## config.mk

```make
export PLATFORM = sky130hd
export DESIGN_NAME = pwm_bank_ctrl
export DESIGN_NICKNAME = d
export VERILOG_FILES = /design/src/rtl/pwm_bank_pkg.sv /design/src/rtl/pwm_bank_channel.sv /design/src/rtl/pwm_bank_ctrl.sv
export SDC_FILE = /design/constraint.sdc
export NUM_CORES = 1
export LEC_CHECK = 0
export CORE_MARGIN = 2
export CORE_UTILIZATION = 57
export DETAILED_ROUTE_END_ITERATION = 16
export PLACE_DENSITY_LB_ADDON = 0.25
export REMOVE_ABC_BUFFERS = 1
export SETUP_SLACK_MARGIN = 0.1
export SLEW_MARGIN = 30
export SYNTH_ARGS = -nofsm -noshare
export SYNTH_HDL_FRONTEND = slang
export SYNTH_SLANG_ARGS = --single-unit
```

## constraint.sdc

```tcl
create_clock -name clk -period 7.3 [get_ports clk]
set_clock_uncertainty 0.2 [all_clocks]
set_input_delay 0.73 -clock clk [delete_from_list [all_inputs] [get_ports clk]]
set_output_delay 0.73 -clock clk [all_outputs]
set_load 0.005 [all_outputs]
```

## src/rtl/pwm_bank_pkg.sv

```systemverilog
// Shared constants and address-decode helper for the pwm_bank_ctrl PWM bank.
// The duty update mode is selected by the PWM_SHADOW_UPDATE_EN macro, which pwm_bank_channel reads.
package pwm_bank_pkg;

  localparam int unsigned DUTY_W      = 8;
  localparam logic [6:0]  ADDR_OUT_EN = 7'h00;
  localparam logic [6:0]  ADDR_PWM_EN = 7'h08;
  localparam logic [6:0]  ADDR_DUTY   = 7'h20;
  localparam logic [7:0]  CNT_MAX     = 8'd254;
  localparam logic [7:0]  DUTY_FULL   = 8'hFF;

  // True when addr falls inside the per-channel duty window.
  function automatic logic is_duty_addr(input logic [31:0] addr, input int unsigned num_ch);
    return (addr >= 32'(ADDR_DUTY)) && (addr < 32'(ADDR_DUTY) + num_ch);
  endfunction

endpackage

```

## src/rtl/pwm_bank_channel.sv

```systemverilog
// One PWM channel: duty register(s), compare against the shared period counter, output mux and flop.
// With PWM_SHADOW_UPDATE_EN defined, duty writes are staged and applied only at period wrap.
module pwm_bank_channel
  import pwm_bank_pkg::*;
(
  input  logic              clk,
  input  logic              rst,
  input  logic              wr_hit,
  input  logic [DUTY_W-1:0] wr_data,
  input  logic              wrap,
  input  logic [7:0]        cnt,
  input  logic              out_en,
  input  logic              pwm_en,
  output logic              pwm_o
);

  logic [DUTY_W-1:0] duty_act;
  logic              raw;
  logic              mux;

`ifdef PWM_SHADOW_UPDATE_EN
  logic [DUTY_W-1:0] duty_sh;

  // A write coinciding with wrap goes straight to the active duty.
  always_ff @(posedge clk or posedge rst) begin
    if (rst) begin
      duty_sh  <= '0;
      duty_act <= '0;
    end else begin
      if (wr_hit) duty_sh <= wr_data;
      if (wrap) duty_act <= wr_hit ? wr_data : duty_sh;
    end
  end
`else
  logic unused_wrap;
  assign unused_wrap = wrap;

  always_ff @(posedge clk or posedge rst) begin
    if (rst) begin
      duty_act <= '0;
    end else if (wr_hit) begin
      duty_act <= wr_data;
    end
  end
`endif

  always_comb begin
    raw = (duty_act == DUTY_FULL) ? 1'b1 : (cnt < duty_act);
    mux = 1'b0;
    if (out_en) mux = pwm_en ? raw : 1'b1;
  end

  always_ff @(posedge clk or posedge rst) begin
    if (rst) pwm_o <= 1'b0;
    else     pwm_o <= mux;
  end

endmodule

```

## src/rtl/pwm_bank_ctrl.sv

```systemverilog
// N-channel PWM bank: prescaler, shared period counter, register decode and per-channel instances.
// Build option: define PWM_SHADOW_UPDATE_EN for period-synchronous duty updates.
module pwm_bank_ctrl
  import pwm_bank_pkg::*;
#(
  parameter int unsigned NUM_CH   = 16,
  parameter int unsigned PRESCALE = 3000,
  parameter int unsigned ADDR_W   = 7
) (
  input  logic              clk,
  input  logic              rst,
  input  logic              wr_en,
  input  logic [ADDR_W-1:0] wr_addr,
  input  logic [7:0]        wr_data,
  output logic              wr_err,
  output logic [NUM_CH-1:0] pwm_out,
  output logic              period_end
);

  localparam int unsigned NUM_BYTES = NUM_CH / 8;
  localparam int unsigned PRESC_W   = $clog2(PRESCALE);

  logic [1:0]           rst_q;
  logic                 rst_i;
  logic [PRESC_W-1:0]   presc;
  logic [7:0]           cnt;
  logic                 tick;
  logic                 wrap;
  logic                 mapped;
  logic [NUM_BYTES-1:0] oe_hit;
  logic [NUM_BYTES-1:0] pe_hit;
  logic [NUM_CH-1:0]    duty_hit;
  logic [NUM_CH-1:0]    out_en;
  logic [NUM_CH-1:0]    pwm_en;

  // Reset asserts immediately, releases two clocks later in step with clk.
  always_ff @(posedge clk or posedge rst) begin
    if (rst) rst_q <= 2'b11;
    else     rst_q <= {rst_q[0], 1'b0};
  end
  assign rst_i = rst_q[1];

  assign tick = (presc == PRESC_W'(PRESCALE - 1));
  assign wrap = tick && (cnt == CNT_MAX);

  always_ff @(posedge clk or posedge rst_i) begin
    if (rst_i) begin
      presc      <= '0;
      cnt        <= '0;
      period_end <= 1'b0;
      wr_err     <= 1'b0;
    end else begin
      presc      <= tick ? '0 : presc + PRESC_W'(1);
      if (tick) cnt <= wrap ? '0 : cnt + 8'd1;
      period_end <= wrap;
      wr_err     <= wr_en && !mapped;
    end
  end

  assign mapped = (|oe_hit) || (|pe_hit) || is_duty_addr(32'(wr_addr), NUM_CH);

  // Enable registers, one byte of out_en and pwm_en per address.
  for (genvar gb = 0; gb < NUM_BYTES; gb++) begin : g_byte
    logic [7:0] oe_q;
    logic [7:0] pe_q;

    assign oe_hit[gb] = wr_en && (32'(wr_addr) == 32'(ADDR_OUT_EN) + 32'(gb));
    assign pe_hit[gb] = wr_en && (32'(wr_addr) == 32'(ADDR_PWM_EN) + 32'(gb));

    always_ff @(posedge clk or posedge rst_i) begin
      if (rst_i) begin
        oe_q <= '0;
        pe_q <= '0;
      end else begin
        if (oe_hit[gb]) oe_q <= wr_data;
        if (pe_hit[gb]) pe_q <= wr_data;
      end
    end

    assign out_en[8*gb +: 8] = oe_q;
    assign pwm_en[8*gb +: 8] = pe_q;
  end

  for (genvar gc = 0; gc < NUM_CH; gc++) begin : g_ch
    assign duty_hit[gc] = wr_en && (32'(wr_addr) == 32'(ADDR_DUTY) + 32'(gc));

    pwm_bank_channel u_ch (
      .clk     (clk),
      .rst     (rst_i),
      .wr_hit  (duty_hit[gc]),
      .wr_data (wr_data),
      .wrap    (wrap),
      .cnt     (cnt),
      .out_en  (out_en[gc]),
      .pwm_en  (pwm_en[gc]),
      .pwm_o   (pwm_out[gc])
    );
  end

endmodule

```

==> impl_metrics.tcl <==
set metrics [dict create \
    vdd_drop_max_uv 176 \
    power_leakage_nw 5.74 \
    vias_per_cell 5.92 \
    grt_use_met3_pct 3.33 \
    grt_max_degree 137 \
    grt_first_pass_wirelength_mm 39.0 \
    synthArstFlopShare_pct 100 \
    final_cell_area_sq_um 12000 \
    clk_pin_slew_ns 0.07 \
    drv_cap 0 \
    grt.overflow.total 0 \
    cp-end-kind "register" \
    finalPower_mw 2.56 \
    yosysSeqAreaShare_pct 45.9 \
    antenna_found_initial 0 \
    antenna_left 0 \
    synth_cell_types 47 \
    postCtsHoldBufs 0 \
    die_y_microns 142 \
    criticalPathCategory "input pin to register" \
    placementRows 50 \
    nets 1127 \
    vias 7352 \
    setup_viol 0 \
    timing.rr.end "cnt[6]$_DFFE_PP0N_" \
    final_common_cell "dfrtp_1" \
    hpwl_mm 14.5 \
    busiest_layer "met2" \
    fin_tns_setup_ns 0 \
    final_util_pct 64.0 \
    tightest_slew_ns 1.02 \
    fillCellCount 1518 \
    clockBufferDepth 2 \
    period_share_pct 39.8 \
    drt-wirelength-per-cell_microns 19.1 \
    drc 0 \
    outcome "finished, final reports clean" \
    core_region_area_sq_um 18800 \
    rsz0062_at_grt "false" \
    io_buffers 35 \
    cts.sinks 200 \
    grt_use_met1_pct 33.8 \
    grt_pass1_vias 7356 \
    die-area_sq_um 20300 \
    reg2reg_slack_ns 4.91 \
    use_met2_pct 42.7 \
    post_cts_buffers 0 \
    placed_area_sq_um 11300 \
    cp-start-kind "input pin" \
    h-tree-depth 4 \
    synth.cell_area_sq_um 10900 \
    finalCriticalPeriod_ns 2.91 \
    yosysWarnings 0 \
    relSlewSlack_pct 32.0 \
    hold_violations 0 \
    clockRootBuffer "clkbuf_16" \
    finalWirelength_mm 23.7 \
    cts_made_buffers 17 \
    max_clock_freq_ghz 0.344 \
    start_util_pct 58.1 \
    drive_gt1_share_pct 21.9 \
    slew_violations 0 \
    arrival_ns 3.02 \
    io_pins 36 \
    area_growth_pct 10.1 \
    drt_iter0_drc 452 \
    cts_tree "done" \
    rr_worst_depth 5 \
    cp_max_fo 8 \
    hold-worst-slack_ns 0.132 \
    ys.flop_type "dfrtp_1" \
    hp-class "register to async pin" \
    first_pass_iters 7 \
    reg2reg_from "cnt[5]$_DFFE_PP0N_" \
    cp.required_ns 7.41 \
    syn-mean-instance-area_sq_um 11.2 \
    cts_resized 0 \
    synth_edf_count 0 \
    final_cell_mix "dfrtp_1, mux2_2, inv_1, ha_1, o21ai_0" \
    ys_seq_elements 200 \
    powerDensity_nw_per_um2 213 \
    gp_congestion 0.809 \
    grt_usage_pct 25.2 \
    syn_inst 977 \
    clock_latency_ns 0.43 \
    die_x_microns 142 \
]
-- Yosys cell counts, types with 2 or more instances --
cell | count | share of area, %
a21o_1 | 17 | 1.2
nand3_2 | 2 | 0.18
nor3b_2 | 2 | 0.23
nand2_1 | 21 | 0.72
nor2b_1 | 4 | 0.23
and3_1 | 7 | 0.40
nor2_2 | 3 | 0.17
nand4_1 | 39 | 2.2
or2_2 | 2 | 0.11
a21oi_1 | 52 | 2.4
xor2_1 | 5 | 0.40
nand3_1 | 30 | 1.4
and4_1 | 2 | 0.16
nor3_1 | 3 | 0.14
xnor2_1 | 4 | 0.32
ha_1 | 115 | 13
and2_1 | 3 | 0.17
nand2_2 | 2 | 0.11
nor3_2 | 2 | 0.18
o211ai_1 | 15 | 1.0
clkbuf_1 | 24 | 0.83
buf_2 | 3 | 0.14
buf_4 | 16 | 1.1
inv_1 | 116 | 4.0
nor2_1 | 28 | 0.96
mux2_2 | 158 | 16
o21ai_0 | 55 | 2.5
dfstp_2 | 2 | 0.48
nand2b_1 | 15 | 0.86
mux2_1 | 2 | 0.21
a211oi_1 | 15 | 1.0
dfrtp_1 | 198 | 45
-- per-layer routing --
metal | part of all wire (%) | wire length, microns
met1 | 44 | 10500
met2 | 50 | 11900
met3 | 3.7 | 876
met4 | 1.9 | 444
met5 | 0 | 0
-- registers in the layout (all words and copies together) (netlist names), 2 cells and up --
signal              flops
cnt                     8
g_ch.u_ch.duty_act    128
g_ch.u_ch.pwm_o        16
rst_q                   2
g_byte.pe_q            16
presc                  12
g_byte.oe_q            16
-- stage by stage --
step | worst slack (ns) | std cells
CTS | 4.41 | 1241
detailed placement | 3.97 | 1209
floorplan | 1.38 | 934
global route | 4.31 | 1241
finish | 4.39 | 1242
global placement | 4.03 | 1209
-- power breakdown --
part           total [mW]  switching [mW]  internal (mW)
clock network        1.05           0.417          0.629
registers            1.24          0.0548           1.19
logic               0.267           0.136          0.131
total                2.56           0.608           1.95
-- worst max-delay path, cell delays in order --
cell,delay (ns)
clkdlybuf4s50_1,0.52
nor4bb_1,0.55
nand3_1,0.22
nor2b_1,0.58
mux2_2,0.41
-- logic make-up after synthesis --
logic type,Yosys count,share of synthesized area [%]
AO/OA/AOI/OAI,159,8.52
XOR/XNOR,9,0.723
adder cells (fa/ha/maj),115,13.2
buffers and inverters,159,6.06
flip-flops,200,45.9
multiplexers,161,16.6
other,1,0.0344
AND/OR/NAND/NOR,173,8.95
-- cell type report --
type	count	area, sq um	share of cell area [%]
diodes	1	2.50	0.0208
clock buffers	21	460	3.83
clock inverters	11	195	1.63
inverters	116	448	3.73
multi-input cells	618	5240	43.6
flip-flops and latches	200	5010	41.7
well taps	234	293	2.44
repair buffers	41	360	3.00
-- worst max path at each step --
stage,from,endpoint,slack (ns),depth (start not counted)
finish,wr_en,g_ch[7].u_ch.duty_act[2]$_DFFE_PP0P_,4.39,5
global route,wr_addr[6],g_ch[14].u_ch.duty_act[0]$_DFFE_PP0P_,4.31,5
CTS,wr_en,g_ch[7].u_ch.duty_act[5]$_DFFE_PP0P_,4.41,5
detailed placement,wr_addr[6],g_ch[14].u_ch.duty_act[5]$_DFFE_PP0P_,3.97,5
global placement,wr_en,g_ch[7].u_ch.duty_act[3]$_DFFE_PP0P_,4.03,5
floorplan,rst_q[1]$_DFF_PP1_,cnt[0]$_DFFE_PP0N_,1.38,1
No activity file was read; power rests on OpenSTA's default activity.
